### src/rtl/cpu_ctrl_pkg.sv
// Shared encodings for the accumulator-CPU controller:
// FSM states and the 3-bit opcode set.
package cpu_ctrl_pkg;

  localparam int STATE_W = 4;

  typedef enum logic [STATE_W-1:0] {
    S_INST_ADDR  = 4'd0,
    S_INST_FETCH = 4'd1,
    S_INST_LOAD  = 4'd2,
    S_OP_ADDR    = 4'd3,
    S_OP_FETCH   = 4'd4,
    S_ALU_OP     = 4'd5,
    S_STORE      = 4'd6,
    S_NEXT       = 4'd7,
    S_HALTED     = 4'd8
  } state_e;

  localparam logic [2:0] OP_HLT = 3'd0;
  localparam logic [2:0] OP_SKZ = 3'd1;
  localparam logic [2:0] OP_ADD = 3'd2;
  localparam logic [2:0] OP_AND = 3'd3;
  localparam logic [2:0] OP_XOR = 3'd4;
  localparam logic [2:0] OP_LDA = 3'd5;
  localparam logic [2:0] OP_STO = 3'd6;
  localparam logic [2:0] OP_JMP = 3'd7;

  function automatic logic loads_ac(input logic [2:0] op);
    return (op == OP_ADD) || (op == OP_AND) ||
           (op == OP_XOR) || (op == OP_LDA);
  endfunction

endpackage

### src/rtl/ctrl_retire_cnt.sv
// Retired-instruction counter: wraps from all-ones to zero,
// cleared by synchronous active-low reset.
module ctrl_retire_cnt #(
  parameter int CNT_W = 16
) (
  input  logic             clk,
  input  logic             rst,
  input  logic             en_i,
  output logic [CNT_W-1:0] cnt_o
);

  logic [CNT_W-1:0] cnt_q;
  logic [CNT_W-1:0] cnt_d;

  always_comb begin
    cnt_d = cnt_q;
    if (en_i) cnt_d = cnt_q + 1'b1;
  end

  always_ff @(posedge clk) begin
    if (!rst) cnt_q <= '0;
    else      cnt_q <= cnt_d;
  end

  assign cnt_o = cnt_q;

endmodule

### src/rtl/cpu_controller_p.sv
// Multi-cycle controller for a simple accumulator CPU:
// opcode decode, sequencing FSM and datapath strobes.
module cpu_controller_p
  import cpu_ctrl_pkg::*;
#(
  parameter int OPC_W   = 3,
  parameter int WAIT_EN = 1,
  parameter int CNT_W   = 16
) (
  input  logic               clk,
  input  logic               rst,
  input  logic [OPC_W-1:0]   opcode,
  input  logic               zero,
  input  logic               mem_ready,
  input  logic               go,
  output logic               sel,
  output logic               rd,
  output logic               ld_ir,
  output logic               inc_pc,
  output logic               ld_ac,
  output logic               ld_pc,
  output logic               wr,
  output logic               data_e,
  output logic               halt,
  output logic               illegal_op,
  output logic [STATE_W-1:0] state,
  output logic [CNT_W-1:0]   instr_count
);

  state_e     state_q;
  state_e     state_d;
  state_e     cur_s;
  logic       ready;
  logic       ill;
  logic [2:0] op3;
  logic       is_hlt;
  logic       is_skz;
  logic       is_sto;
  logic       is_jmp;
  logic       is_acc;

  generate
    if (OPC_W > 3) begin : g_ill
      assign ill = |opcode[OPC_W-1:3];
    end else begin : g_noill
      assign ill = 1'b0;
    end
  endgenerate

  assign op3    = opcode[2:0];
  assign ready  = (WAIT_EN == 0) ? 1'b1 : mem_ready;
  assign is_hlt = !ill && (op3 == OP_HLT);
  assign is_skz = !ill && (op3 == OP_SKZ);
  assign is_sto = !ill && (op3 == OP_STO);
  assign is_jmp = !ill && (op3 == OP_JMP);
  assign is_acc = !ill && loads_ac(op3);

  // Outputs see INST_ADDR while reset is held low.
  assign cur_s = rst ? state_q : S_INST_ADDR;

  always_ff @(posedge clk) begin
    if (!rst) state_q <= S_INST_ADDR;
    else      state_q <= state_d;
  end

  always_comb begin
    state_d = state_q;
    unique case (state_q)
      S_INST_ADDR:  state_d = S_INST_FETCH;
      S_INST_FETCH: if (ready) state_d = S_INST_LOAD;
      S_INST_LOAD:  state_d = S_OP_ADDR;
      S_OP_ADDR:    state_d = S_OP_FETCH;
      S_OP_FETCH:   if (ready) state_d = S_ALU_OP;
      S_ALU_OP:     state_d = S_STORE;
      S_STORE:      if (!(is_sto && !ready)) state_d = S_NEXT;
      S_NEXT:       state_d = is_hlt ? S_HALTED : S_INST_ADDR;
      S_HALTED:     if (go) state_d = S_INST_ADDR;
      default:      state_d = S_INST_ADDR;
    endcase
  end

  always_comb begin
    sel    = 1'b0;
    rd     = 1'b0;
    ld_ir  = 1'b0;
    inc_pc = 1'b0;
    ld_ac  = 1'b0;
    ld_pc  = 1'b0;
    wr     = 1'b0;
    data_e = 1'b0;
    halt   = 1'b0;
    unique case (cur_s)
      S_INST_ADDR:  sel = 1'b1;
      S_INST_FETCH: begin
        sel = 1'b1;
        rd  = 1'b1;
      end
      S_INST_LOAD: begin
        sel   = 1'b1;
        rd    = 1'b1;
        ld_ir = 1'b1;
      end
      S_OP_ADDR:  ;
      S_OP_FETCH: rd = 1'b1;
      S_ALU_OP: begin
        ld_pc  = is_jmp;
        inc_pc = is_skz && zero;
      end
      S_STORE: begin
        ld_ac  = is_acc;
        wr     = is_sto;
        data_e = is_sto;
      end
      S_NEXT: begin
        data_e = is_sto;
        inc_pc = !(is_jmp || is_hlt);
      end
      S_HALTED: begin
        halt   = 1'b1;
        inc_pc = go;
      end
      default: ;
    endcase
  end

  assign illegal_op = ill;
  assign state      = cur_s;

  ctrl_retire_cnt #(
    .CNT_W (CNT_W)
  ) u_cnt (
    .clk   (clk),
    .rst   (rst),
    .en_i  (state_q == S_NEXT),
    .cnt_o (instr_count)
  );

endmodule

### config.mk
export PLATFORM = sky130hd
export DESIGN_NAME = cpu_controller_p
export DESIGN_NICKNAME = d
export VERILOG_FILES = /design/src/rtl/cpu_ctrl_pkg.sv /design/src/rtl/ctrl_retire_cnt.sv /design/src/rtl/cpu_controller_p.sv
export SDC_FILE = /design/constraint.sdc
export NUM_CORES = 1
export LEC_CHECK = 0
export CAP_MARGIN = 0
export CORE_MARGIN = 5
export CORE_UTILIZATION = 25
export CTS_BUF_LIST = sky130_fd_sc_hd__clkbuf_4
export CTS_CLUSTER_DIAMETER = 50
export DETAILED_ROUTE_END_ITERATION = 16
export PLACE_DENSITY = 0.6
export SYNTH_ARGS = -nofsm -noshare
export SYNTH_HDL_FRONTEND = slang
export SYNTH_SLANG_ARGS = --single-unit
### constraint.sdc
create_clock -name clk -period 2.6 [get_ports clk]
set_input_delay 0.52 -clock clk [delete_from_list [all_inputs] [get_ports clk]]
set_output_delay 0.52 -clock clk [all_outputs]
set_load 0.05 [all_outputs]
### Yosys cells after proc, flatten, opt, wreduce, memory -nomap -nowiden

Index checks and enable logic that the tools add are counted.

* add/subtract/negate cells: 1
* equality and inequality tests: 26
* muxes and demuxes: 16
* reduce and logical (&&, ||, !) cells: 15

Operators with widths (count)
* $pmux 4 s9: 1
* $eq 4x3->1 const B: 8
* $mux 4: 6
* $add 16x1->16 const B: 1
* $eq 3x3->1 const B: 4
* $eq 4x2->1 const B: 3
* $eq 4x1->1 const B: 2
* $eq 4x4->1 const B: 2
* $logic_not 4->1: 2
* $mux 1: 8
* $ne 2x2->1 const B: 4
* $eq 3x2->1 const B: 2
* $reduce_or 3->1: 2
* $logic_or 1x1->1: 4
* $reduce_and 4->1: 1
* $eq 3x1->1 const B: 1
* $logic_not 3->1: 1
* $pmux 1 s3: 1
* $logic_and 1x1->1: 2
* $logic_not 1->1: 2
* $reduce_or 2->1: 1

* register bits after elaboration: 20
* input bits: 8
* output and inout port bits: 30
* logic and storage cells: 60

### Longest topological paths before layout

* word-level depth: 5
* mapped depth: 6
* gate-level depth less buffers: 4

### Modules after synthesis

From an unflattened synthesis, not the netlist that was laid out.

* cells, all modules: 141
* area total of the unflattened synthesis: 1171.1 um^2

Modules (own cells, without submodules)
* ctrl_retire_cnt: instances 1, cells an instance 83, area each 744.5 um^2, seq. area each 320.3 um^2
* cpu_controller_p: instances 1, cells an instance 58, area each 426.7 um^2, seq. area each 80.1 um^2

### Worst setup path before layout

No wires, ideal clock.

* path type: register to output
* start: register state_q[2]
* end: output port inc_pc
* arrival: 2.383 ns
* data required time: 2.080 ns
* path slack: -0.303 ns
* stages on the path, launching flop included: 6
* buffers on the path: 1
* cells stage by stage: dfxtp_1 > buf_2 > or4b_2 > nor2_1 > nand2_1 > nand3_1

* cells in the longest elaborated chain, start to end: 3

Ends and longest elaborated chain
* start: declaration: RTL line cpu_controller_p.sv:30 `state_e state_q;`
* start signal: assignment: RTL line cpu_controller_p.sv:63 `else state_q <= state_d;`
* $mux 4 *: RTL line cpu_controller_p.sv:59 `assign cur_s = rst ? state_q : S_INST_ADDR;`
* $eq 4x4->1 / $eq 4x3->1 (equally long branches): RTL line cpu_controller_p.sv:92 `unique case (cur_s)`
* $pmux 1 s3 *: RTL line cpu_controller_p.sv:92
* end: declaration: RTL line cpu_controller_p.sv:19 `output logic inc_pc,`

Every way passes the cells marked *; elsewhere a longest branch is shown, timed or not.

### Worst setup path in the final report

* start: register state_q[3]
* end: output port inc_pc

The elaborated chain is that of the path after synthesis.

==> flow_results.xml <==
<?xml version="1.0" encoding="UTF-8"?>
<metrics>
  <group name="floorplanning">
    <metric name="initial_utilization" unit="">0.259</metric>
    <metric name="core_area" unit="mm^2">0.00435</metric>
    <metric name="die_w" unit="um">77.1</metric>
    <metric name="io-pin-count" unit="">38</metric>
    <metric name="placement_rows" unit="">24</metric>
    <metric name="die_h" unit="um">77.1</metric>
    <metric name="dieArea" unit="mm^2">0.00595</metric>
  </group>
  <group name="min_path">
    <metric name="worst_hold_path_type" unit="">flip-flop to flip-flop</metric>
    <metric name="timing.hold.worst_path_depth" unit="">2</metric>
    <metric name="timing.hold.worst_endpoint" unit="">u_cnt.cnt_o[15]</metric>
    <metric name="min_from" unit="">u_cnt.cnt_o[15]</metric>
  </group>
  <group name="layout">
    <metric name="antenna_cells_inserted" unit="">0</metric>
    <metric name="drive_gt1_frac" unit="">0.165</metric>
    <metric name="final_core_utilization" unit="">0.400</metric>
    <metric name="syn_to_final_growth" unit="%">54.6</metric>
    <metric name="nNetsFinal" unit="">192</metric>
  </group>
  <group name="synth">
    <metric name="postSynth.asyncResetShare" unit="">0</metric>
    <metric name="synth_enable_flop_cells" unit="">0</metric>
    <metric name="netlist_area" unit="mm^2">0.00113</metric>
    <metric name="syn-instance-count" unit="">143</metric>
    <metric name="synth.area.mux_share" unit="">0.00889</metric>
    <metric name="syn-mean-instance-area" unit="um^2">7.87</metric>
    <metric name="ys_types" unit="">41</metric>
    <metric name="synth_top_family_by_area" unit="">simple AND/OR/NAND/NOR gates</metric>
    <metric name="compound_gate_portion_of_the_synthesized_area" unit="">0.112</metric>
    <metric name="sequential_to_total_area_share_from_yosys_stat" unit="">0.356</metric>
    <metric name="yosys.area_share.adder" unit="">0.0111</metric>
    <metric name="mappedNetlistNets" unit="">152</metric>
    <metric name="synth_flop_cell" unit="">sky130_fd_sc_hd__dfxtp_1</metric>
    <metric name="ff_latch_count_synth" unit="">20</metric>
    <metric name="post_synth_and_or_nand_nor_area_fraction" unit="">0.379</metric>
    <metric name="synthXorXnorAreaFrac" unit="">0.0778</metric>
    <metric name="yosys_warnings" unit="">0</metric>
  </group>
  <group name="grt">
    <metric name="grt_pass1_vias" unit="">995</metric>
    <metric name="pin_count_of_the_biggest_net_entering_global_routing" unit="">14</metric>
    <metric name="grt_antenna_before_repair" unit="">0</metric>
    <metric name="grt.total_usage" unit="">0.0971</metric>
    <metric name="overflow" unit="">0</metric>
    <metric name="grt_first_pass_wirelength" unit="um">4860</metric>
  </group>
  <group name="worst_setup_path">
    <metric name="crit_buf_inv" unit="">1</metric>
    <metric name="reg2reg_setup_slack" unit="ps">810</metric>
    <metric name="critPathTopFamily" unit="">simple AND/OR/NAND/NOR gates</metric>
    <metric name="timing.critical_path.slowest_cell_delay" unit="ps">670</metric>
    <metric name="criticalPathCategory" unit="">flip-flop to primary output</metric>
    <metric name="reg2regPathDepth" unit="">5</metric>
    <metric name="critical_path.max_fanout" unit="">8</metric>
    <metric name="cp.arrival" unit="ps">1980</metric>
    <metric name="crit-reg2reg-capture" unit="">u_cnt.cnt_o[13]</metric>
    <metric name="crit_path_top_delay_cell" unit="">sky130_fd_sc_hd__or4b_2</metric>
    <metric name="crit_path_start_kind" unit="">flip-flop</metric>
    <metric name="crit_chain" unit="">or4b_2 &gt; nor2_2 &gt; nand2_1 &gt; nand3_1 &gt; buf_12</metric>
    <metric name="cp_data_required_time" unit="ps">2080</metric>
    <metric name="worst_r2r_startpoint" unit="">state_q[0]</metric>
    <metric name="worst_setup_path_end_kind" unit="">primary output</metric>
  </group>
  <group name="routing">
    <metric name="detailed_route_vias_per_instance" unit="">4.71</metric>
    <metric name="remaining_drc_errors" unit="">0</metric>
    <metric name="detail_route.wl_per_cell" unit="um">12.2</metric>
    <metric name="detailedRoute.firstPassIterationCount" unit="">5</metric>
    <metric name="drt_wl_total" unit="um">2860</metric>
    <metric name="routed-via-count" unit="">1102</metric>
    <metric name="initial_drc_count" unit="">73</metric>
    <metric name="post_drt_antenna_nets" unit="">0</metric>
  </group>
  <group name="timing">
    <metric name="number_of_pins_with_negative_max_slew_slack_in_the_final_report" unit="">0</metric>
    <metric name="timing_hold_violations_final" unit="">0</metric>
    <metric name="slew_headroom" unit="">0.665</metric>
    <metric name="maxClockFrequency" unit="MHz">400</metric>
    <metric name="finalClockSkew" unit="ps">8.56</metric>
    <metric name="worst-slew-pin-transition" unit="ps">501</metric>
    <metric name="number_of_setup_violations_in_the_final_report" unit="">0</metric>
    <metric name="grt_setup_unrepaired" unit="">no</metric>
    <metric name="timing.setup.tns" unit="ps">0</metric>
    <metric name="ratio_of_final_minimum_period_to_clock_period" unit="">0.963</metric>
    <metric name="period_minus_slack" unit="ps">2500</metric>
  </group>
  <group name="clocking">
    <metric name="tritoncts.num_buffers" unit="">3</metric>
    <metric name="clk_pin_slew_worst_paths" unit="ps">120</metric>
    <metric name="postCtsHoldBufs" unit="">0</metric>
    <metric name="cts-htree-levels" unit="">1</metric>
    <metric name="ctsLongestPathBuffers" unit="">2</metric>
    <metric name="clk_root_buffer_cell" unit="">sky130_fd_sc_hd__clkbuf_4</metric>
    <metric name="clk_latency_worst_skew_pair" unit="ps">310</metric>
    <metric name="tritoncts_num_sinks" unit="">20</metric>
    <metric name="tritoncts_clock_tree" unit="">done</metric>
  </group>
  <group name="power">
    <metric name="irDropWorstVdd" unit="uV">251</metric>
    <metric name="power_density" unit="mW/mm^2">392</metric>
    <metric name="leakagePower" unit="nW">0.610</metric>
    <metric name="finalPower" unit="W">0.000683</metric>
  </group>
  <group name="placement">
    <metric name="port-buffer-count" unit="">36</metric>
    <metric name="globalplace.congestion" unit="">0.743</metric>
    <metric name="place.detailed.hpwl" unit="um">2220</metric>
  </group>
  <group name="outcome">
    <metric name="status" unit="">complete, no violations</metric>
  </group>
  <group name="flow_run">
    <metric name="maxCapViolations" unit="">0</metric>
  </group>
</metrics>
-- synthesized netlist by cell type (2+ instances only) --
| master | number | area (um^2) |
|---|---|---|
| sky130_fd_sc_hd__xor2_1 | 3 | 26.3 |
| sky130_fd_sc_hd__nor2_1 | 20 | 75.1 |
| sky130_fd_sc_hd__and2_1 | 4 | 25.0 |
| sky130_fd_sc_hd__and4_1 | 2 | 17.5 |
| sky130_fd_sc_hd__buf_2 | 2 | 10.0 |
| sky130_fd_sc_hd__and3_1 | 2 | 12.5 |
| sky130_fd_sc_hd__or4_1 | 4 | 30.0 |
| sky130_fd_sc_hd__nand2b_1 | 4 | 25.0 |
| sky130_fd_sc_hd__nand2_1 | 14 | 52.6 |
| sky130_fd_sc_hd__a21oi_1 | 7 | 35.0 |
| sky130_fd_sc_hd__or3_1 | 4 | 25.0 |
| sky130_fd_sc_hd__nor3_1 | 3 | 15.0 |
| sky130_fd_sc_hd__nand4_1 | 4 | 25.0 |
| sky130_fd_sc_hd__inv_1 | 3 | 11.3 |
| sky130_fd_sc_hd__clkbuf_1 | 4 | 15.0 |
| sky130_fd_sc_hd__o21ai_0 | 7 | 35.0 |
| sky130_fd_sc_hd__o22a_1 | 2 | 17.5 |
| sky130_fd_sc_hd__nand3_1 | 5 | 25.0 |
| sky130_fd_sc_hd__nor4_1 | 2 | 12.5 |
| sky130_fd_sc_hd__dfxtp_1 | 20 | 400 |
| sky130_fd_sc_hd__xnor2_1 | 7 | 61.3 |
-- stage by stage --
stage | instance area, um^2 | worst slack (ps) | hold slack (ps) | std cells
after CTS | 1740 | 62.1 | 489 | 234
final | 1740 | 97.4 | 487 | 234
after floorplan | 1130 | -59.4 | 645 | 143
after detailed placement | 1690 | 174 | 472 | 230
after global placement | 1690 | 215 | 468 | 230
after global routing | 1740 | 0.508 | 530 | 234
-- worst min-delay path, cell delays in order, from the launching register on --
cell,delay (ps)
sky130_fd_sc_hd__dfxtp_1,340
sky130_fd_sc_hd__o41ai_1,60
sky130_fd_sc_hd__a21oi_1,60
-- power by group --
group / switching [W] / leakage (nW) / total, W / internal (W)
logic: 0.0000601 / 0.421 / 0.000110 / 0.0000496
registers: 0.00000506 / 0.162 / 0.000315 / 0.000310
clock network: 0.000102 / 0.0279 / 0.000258 / 0.000156
total: 0.000167 / 0.610 / 0.000683 / 0.000516
-- cell usage in the layout, fill, tap and decap left out, types with 2 or more instances in the layout --
cell type	Yosys	routed
sky130_fd_sc_hd__clkdlybuf4s50_1	0	23
sky130_fd_sc_hd__nor2_1	20	19
sky130_fd_sc_hd__dfxtp_1	20	19
sky130_fd_sc_hd__nand2_1	14	14
sky130_fd_sc_hd__buf_12	0	12
sky130_fd_sc_hd__buf_4	1	8
sky130_fd_sc_hd__o21ai_0	7	7
sky130_fd_sc_hd__xnor2_1	7	7
sky130_fd_sc_hd__a21oi_1	7	7
sky130_fd_sc_hd__nand3_1	5	5
sky130_fd_sc_hd__and2_1	4	4
sky130_fd_sc_hd__nand2b_1	4	4
sky130_fd_sc_hd__or3_1	4	4
sky130_fd_sc_hd__nand4_1	4	4
sky130_fd_sc_hd__or4_1	4	4
sky130_fd_sc_hd__inv_1	3	3
sky130_fd_sc_hd__xor2_1	3	3
sky130_fd_sc_hd__nor3_1	3	3
sky130_fd_sc_hd__clkbuf_4	0	3
sky130_fd_sc_hd__and3_1	2	2
sky130_fd_sc_hd__and4_1	2	2
sky130_fd_sc_hd__o22a_1	2	2
-- cell families (layout without fill, tap and decap cells) --
| family | after synthesis | in the layout |
|---|---|---|
| AOI/OAI and AO/OA | 21 | 21 |
| xor gates and xnor gates | 10 | 10 |
| adders and majority gates | 1 | 1 |
| buffers and inverters | 12 | 51 |
| DFF | 20 | 20 |
| muxes | 1 | 1 |
| other | 1 | 1 |
| and+or+nand+nor | 77 | 77 |
-- layer usage --
metal,vias up,share of wire,GRT usage
met4,0,0.0038,0.0103
met3,2,0.040,0.0340
met2,16,0.46,0.154
li1,578,-,-
met5,-,0,0
met1,506,0.49,0.131
-- flip-flops by register name (all words and copies together), names as in the netlist --
name,count
state_q,4
u_cnt.cnt_o,16
-- repair_timing --
action	CTS	global route
setup buffers	0	0
setup endpoints to repair	0	1
resized for setup	0	1
-- layout make-up --
type,instances,area [um^2]
Timing Repair Buffer,43,531
Multi-Input combinational cell,111,676
Sequential cell,20,402
Clock inverter,1,30.0
Inverter,4,15.0
Fill cell,425,2610
Clock buffer,3,22.5
Tap cell,52,65.1
-- worst max-delay path by stage --
stage / startpoint / end / slack [ps] / cells past startpoint
finish: state_q[3] / inc_pc / 100 / 5
detailed placement: rst / ld_ac / 170 / 5
global placement: rst / ld_ac / 220 / 5
CTS: state_q[1] / inc_pc / 60 / 5
global route: state_q[3] / inc_pc / 0.5 / 5
floorplan: state_q[2] / inc_pc / -60 / 5
No activity file was read; power rests on OpenSTA's default activity.
